**config.mk**
```make
export PLATFORM = sky130hd
export DESIGN_NAME = round_referee
export DESIGN_NICKNAME = d
export VERILOG_FILES = /design/src/rtl/round_referee_pkg.sv /design/src/rtl/round_referee_sec_tick_divider.sv /design/src/rtl/round_referee.sv
export SDC_FILE = /design/constraint.sdc
export NUM_CORES = 1
export LEC_CHECK = 0
export CAP_MARGIN = 5
export CORE_ASPECT_RATIO = 1.75
export CORE_MARGIN = 5
export CORE_UTILIZATION = 50
export CTS_BUF_LIST = sky130_fd_sc_hd__clkbuf_8
export DETAILED_ROUTE_END_ITERATION = 8
export PLACE_DENSITY = 0.73
export SLEW_MARGIN = 20
export SYNTH_ARGS = -nofsm -noshare
export SYNTH_HDL_FRONTEND = slang
export SYNTH_SLANG_ARGS = --single-unit
```
**constraint.sdc**
```tcl
create_clock -name clock -period 1.8 [get_ports clock]
set_clock_uncertainty 0.1 [all_clocks]
set_input_delay 0.36 -clock clock [delete_from_list [all_inputs] [get_ports clock]]
set_output_delay 0.36 -clock clock [all_outputs]
set_load 0.05 [all_outputs]
```
**src/rtl/round_referee_pkg.sv**
```systemverilog
// Shared encodings for the round referee and player2: FSM state codes and the
// correct[1:0] feedback codes, so neither side duplicates the other's constants.
package round_referee_pkg;

  typedef enum logic [2:0] {
    S_IDLE      = 3'd0,
    S_P1_ENTRY  = 3'd1,
    S_P2_GUESS  = 3'd2,
    S_WIN       = 3'd3,
    S_LOSE      = 3'd4,
    S_GAME_OVER = 3'd5
  } state_e;

  typedef enum logic [1:0] {
    CORR_NEUTRAL   = 2'b00,
    CORR_CORRECT   = 2'b01,
    CORR_INCORRECT = 2'b10,
    CORR_IGNORED   = 2'b11
  } correct_e;

  localparam int SECS_W  = 8;
  localparam int LIVES_W = 3;

endpackage

```
**src/rtl/round_referee_sec_tick_divider.sv**
```systemverilog
// Seconds prescaler: counts 0..TICKS_PER_SEC-1 while enabled, held at 0 otherwise,
// and emits a one-cycle tick on the last count of each second.
module sec_tick_divider #(
  parameter int TICKS_PER_SEC = 50_000_000
) (
  input  logic clock,
  input  logic resetn,
  input  logic enable,
  output logic tick
);

  localparam int CNT_W = (TICKS_PER_SEC > 1) ? $clog2(TICKS_PER_SEC) : 1;
  localparam logic [CNT_W-1:0] LAST = CNT_W'(TICKS_PER_SEC - 1);

  logic [CNT_W-1:0] presc_q;
  logic [CNT_W-1:0] presc_d;

  assign tick = enable && (presc_q == LAST);

  always_comb begin
    presc_d = '0;
    if (enable && !tick) begin
      presc_d = presc_q + CNT_W'(1);
    end
  end

  always_ff @(posedge clock) begin
    if (resetn) begin
      presc_q <= '0;
    end else begin
      presc_q <= presc_d;
    end
  end

endmodule

```
**src/rtl/round_referee.sv**
```systemverilog
// Round referee: sequences P1 entry and P2 guess, runs the countdown, tracks lives and score.
// Define REFEREE_TIME_BONUS_EN to add the remaining seconds to the score on a win.
module round_referee
  import round_referee_pkg::*;
#(
  parameter int TICKS_PER_SEC = 50_000_000,
  parameter int ROUND_SECONDS = 30,
  parameter int LIVES         = 3,
  parameter int SCORE_W       = 8
) (
  input  logic               clock,
  input  logic               resetn,
  input  logic               start_round,
  input  logic               p1_done,
  input  logic [1:0]         correct,
  input  logic               complete,
  output logic               p1_enable,
  output logic               p2_clear,
  output logic               p2_enable,
  output logic [2:0]         state,
  output logic [2:0]         lives,
  output logic [7:0]         secs_left,
  output logic [SCORE_W-1:0] score,
  output logic               round_win,
  output logic               round_lose,
  output logic               game_over
);

  localparam int SUM_W = ((SCORE_W > SECS_W) ? SCORE_W : SECS_W) + 2;

  state_e               state_q, state_d;
  logic [LIVES_W-1:0]   lives_q, lives_d;
  logic [SCORE_W-1:0]   score_q, score_d;
  logic [SECS_W-1:0]    secs_q, secs_d;
  logic                 p2_clear_q, p2_clear_d;
  logic [1:0]           correct_q;
  logic                 complete_q;
  logic                 sec_tick;
  logic [SECS_W-1:0]    win_bonus;

  function automatic logic [SCORE_W-1:0] sat_add_score(
    input logic [SCORE_W-1:0] s,
    input logic [SECS_W-1:0]  bonus
  );
    logic [SUM_W-1:0] sum;
    sum = SUM_W'(s) + SUM_W'(bonus) + SUM_W'(1);
    if (sum > SUM_W'({SCORE_W{1'b1}})) begin
      return {SCORE_W{1'b1}};
    end
    return sum[SCORE_W-1:0];
  endfunction

  function automatic logic [LIVES_W-1:0] sat_dec_lives(input logic [LIVES_W-1:0] l);
    return (l == '0) ? '0 : l - LIVES_W'(1);
  endfunction

`ifdef REFEREE_TIME_BONUS_EN
  assign win_bonus = secs_q;
`else
  assign win_bonus = '0;
`endif

  sec_tick_divider #(
    .TICKS_PER_SEC(TICKS_PER_SEC)
  ) u_divider (
    .clock (clock),
    .resetn(resetn),
    .enable(state_q == S_P2_GUESS),
    .tick  (sec_tick)
  );

  always_comb begin
    state_d    = state_q;
    lives_d    = lives_q;
    score_d    = score_q;
    secs_d     = secs_q;
    p2_clear_d = 1'b0;

    // The countdown keeps running on the edge that leaves P2_GUESS.
    if (state_q == S_P2_GUESS && sec_tick && secs_q != '0) begin
      secs_d = secs_q - SECS_W'(1);
    end

    case (state_q)
      S_IDLE: begin
        if (start_round) state_d = S_P1_ENTRY;
      end
      S_P1_ENTRY: begin
        if (p1_done) begin
          state_d    = S_P2_GUESS;
          secs_d     = SECS_W'(ROUND_SECONDS);
          p2_clear_d = 1'b1;
        end
      end
      S_P2_GUESS: begin
        if (complete_q) begin
          state_d = S_WIN;
        end else if (correct_q == CORR_INCORRECT) begin
          lives_d = sat_dec_lives(lives_q);
          if (lives_q <= LIVES_W'(1)) state_d = S_LOSE;
        end else if (secs_q == '0) begin
          lives_d = sat_dec_lives(lives_q);
          state_d = S_LOSE;
        end
      end
      S_WIN: begin
        score_d = sat_add_score(score_q, win_bonus);
        state_d = S_IDLE;
      end
      S_LOSE: begin
        state_d = (lives_q == '0) ? S_GAME_OVER : S_IDLE;
      end
      S_GAME_OVER: begin
        state_d = S_GAME_OVER;
      end
      default: state_d = S_IDLE;
    endcase
  end

  always_ff @(posedge clock) begin
    if (resetn) begin
      state_q    <= S_IDLE;
      lives_q    <= LIVES_W'(LIVES);
      score_q    <= '0;
      secs_q     <= '0;
      p2_clear_q <= 1'b0;
      correct_q  <= 2'b00;
      complete_q <= 1'b0;
    end else begin
      state_q    <= state_d;
      lives_q    <= lives_d;
      score_q    <= score_d;
      secs_q     <= secs_d;
      p2_clear_q <= p2_clear_d;
      correct_q  <= correct;
      complete_q <= complete;
    end
  end

  assign state      = state_q;
  assign lives      = lives_q;
  assign secs_left  = secs_q;
  assign score      = score_q;
  assign p2_clear   = p2_clear_q;
  assign p1_enable  = (state_q == S_P1_ENTRY);
  assign p2_enable  = (state_q == S_P2_GUESS);
  assign round_win  = (state_q == S_WIN);
  assign round_lose = (state_q == S_LOSE);
  assign game_over  = (state_q == S_GAME_OVER);

endmodule

```
==> out/metrics.yaml <==
gr-usage-met2_pct: 43.5
cts_sinks: 52
synthesis.nets: 286
routed_wl_um: 6680
synth-main-ff-cell: "dfxtp_1"
initial_core_util_pct: 51.7
synth_area_leader_cell: "dfxtp_1"
final_nets: 376
hpwl_um: 4660
hold_buffers: 0
async_reset_ff_share_pct: 0
status: "finished, violations left"
total_leakage_power_nw: 1.40
crit_path_max_fanout: 3
portBuffers: 34
synth_top_family_by_area: "simple AND/OR/NAND/NOR gates"
synthToLayoutAreaGrowth_pct: 52.5
grt_max_degree: 17
grt_setup_unrepaired: "yes"
drtPass1Iterations: 4
ys_seq_area_share_pct: 42.8
synth_compound_area_share_pct: 10.8
synthTopCellsByArea: "dfxtp_1 (43%), nor2_1 (5.4%), xnor2_1 (4.7%), xor2_1 (4.3%), and4_1 (3.2%)"
post-synth-top-count-cell: "dfxtp_1"
crit_path_end_kind: "output port"
p_int_mw: 1.76
critical_path_arrival_ps: 1430
clkPwrFrac_pct: 33.4
worstMarginPinSlew_ps: 416
ant_nets: 0
fmax_mhz: 529
cts_buffers: 5
grt_overflow: 0
clockBufferDepth: 2
synth-seq-cells: 52
postSynthCellCount: 274
worstPathRequired_ps: 1340
yosysTopAreaCellShare_pct: 42.8
clkLatencyLatePin_ps: 310
synth-simple-area-share_pct: 31.5
peakVddDrop_uv: 643
drt_iter0_markers: 82
use_met1_pct: 17.9
place.gp.congestion: 0.799
violations: "negative setup slack"
layout-drive-gt1-share_pct: 41.1
hold_path.class: "reg2reg"
drv_slew: 0
maxSlewHeadroom_pct: 72.0
die_y_um: 102
grtUsageMet3_pct: 4.07
coreArea_um2: 4710
syn_area_per_cell_um2: 8.88
ys_warn_count: 0
switching_power_mw: 0.638
top_usage_layer: "met2"
hold_viol: 0
die_area_um2: 6420
antenna_found_initial: 0
period_share_pct: 105
slowest_delay_ps: 430
place_area_um2: 3330
finalCriticalPeriod_ps: 1890
pin_count: 35
final_area_um2: 3710
viasPerCell: 5.66
critical_path_class: "reg2out"
synth-edff-count: 0
synth_xor_area_share_pct: 9.00
synth.area.mux_share_pct: 1.03
yosys.cell_types.count: 47
critPathSlowestCell: "or3b_4"
row_count: 33
htreeDepth: 2
die_w_um: 62.7
synthTopCellsByCount: "dfxtp_1 (52), nor2_1 (35), a21oi_1 (15), nand2_1 (14), nand3_1 (14)"
dp_cells: 403
p_per_area_nw_per_um2: 647
grt_pass1_vias: 2435
layoutNonFillerInstCount: 417
start_kind: "flip-flop"
setup_ws_ps: -90.7
crit_chain: "or3b_4, clkinvlp_4, buf_6, buf_12"
vias: 2359
cap_violations: 0
swShare_pct: 26.6
power_frac_seq_pct: 49.6
setup_viol: 6
grt_pass1_wl_um: 10700
antenna_cells: 0
drc: 0
root_buffer: "clkbuf_8"
p_comb_share_pct: 17.0
grt_usage_pct: 20.6
netlist_area_um2: 2430
cts_tree: "yes"
routedWlPerCell_um: 16.0
clk_pin_slew_ps: 100
synth_fa_ha_area_share_pct: 2.57
==> timing repair <==
action                                  in CTS  in global routing
buffers inserted                             4                  2
pin swaps                                    5                 15
gates resized for setup                     13                 43
endpoints found under the setup margin      12                 24
==> metal layers <==
layer | part of all wire (%) | vias up
li1 | - | 1160
met1 | 35 | 1141
met2 | 60 | 47
met3 | 3.4 | 11
met4 | 2.2 | 0
met5 | 0 | -
==> power by group through the flow <==
stage	registers [mW]	logic, mW	clock network [mW]
after global placement	1.21	0.355	0
after detailed placement	1.21	0.358	0
after floorplan	1.28	0.145	0
final	1.19	0.408	0.802
after global routing	1.19	0.434	0.862
after CTS	1.19	0.378	0.807
==> final timing paths <==
kind / from / to / slack, ps / cells after the start
min: score[0] / score[0] / 410 / 1
max reg2reg: secs_left[0] / state[0] / -40 / 7
max: state[0] / p2_enable / -90 / 4
min reg2reg: score[0] / score[0] / 410 / 1
==> flip-flops by register name (all words and copies together) (netlist names) <==
name	cells
complete_q	1
u_divider.presc_q	26
correct_q	2
p2_clear	1
score	8
secs_left	8
state	3
lives	3
==> cells in the final DEF (no fill, tap or decap), types with 4 or more instances in the layout <==
cell type | Yosys | layout
or3_1 | 9 | 5
clkbuf_8 | 0 | 5
clkdlybuf4s50_1 | 0 | 6
nand4_1 | 10 | 10
dfxtp_4 | 0 | 5
nor2_1 | 35 | 35
buf_4 | 0 | 66
buf_12 | 0 | 13
xor2_1 | 12 | 11
and3_1 | 4 | 4
nor2b_1 | 5 | 4
dfxtp_1 | 52 | 40
xnor2_1 | 13 | 13
nand2_1 | 14 | 14
nor3_1 | 10 | 6
a21oi_1 | 15 | 11
o21ai_0 | 9 | 9
buf_6 | 0 | 4
and4_1 | 9 | 6
or3_4 | 0 | 4
dfxtp_2 | 0 | 7
a21oi_2 | 1 | 5
nand3_1 | 14 | 11
inv_1 | 8 | 6
a211oi_1 | 4 | 4
nor3_2 | 0 | 4
==> per-stage QoR <==
step / power, mW / setup TNS, ps / hold slack (ps) / util (%) / worst slack, ps
after detailed placement: 1.57 / -396 / 393 / 70.8 / -89.4
final: 2.40 / -197 / 406 / 78.8 / -90.7
after global routing: 2.49 / -937 / 448 / 78.8 / -127
after global placement: 1.57 / -138 / 384 / 70.8 / -49.5
after CTS: 2.37 / -166 / 407 / 74.7 / -53.5
after floorplan: 1.42 / -1340 / 338 / - / -179
==> final cells by class <==
class / count / area [um^2]
inverter: 8 / 38.8
fill: 312 / 996
multi-input combinational: 208 / 1570
clock buffer: 5 / 68.8
timing repair buffer: 89 / 861
sequential: 52 / 1070
tap: 52 / 65.1
clock inverter: 3 / 38.8
==> critical path, delay by kind of cell, from the launching register on <==
kind	cells	cell delay (ps)
and+or+nand+nor	1	430
DFF	1	350
buffers and inverters	3	340
==> cells by family after synthesis <==
family                   after synthesis
flip-flops                            52
AND/OR/NAND/NOR                      135
multiplexers                           2
adder cells (fa/ha/maj)                5
AO/OA/AOI/OAI                         41
buffers and inverters                 14
XOR/XNOR                              25
(Power assumes the default switching activity.)
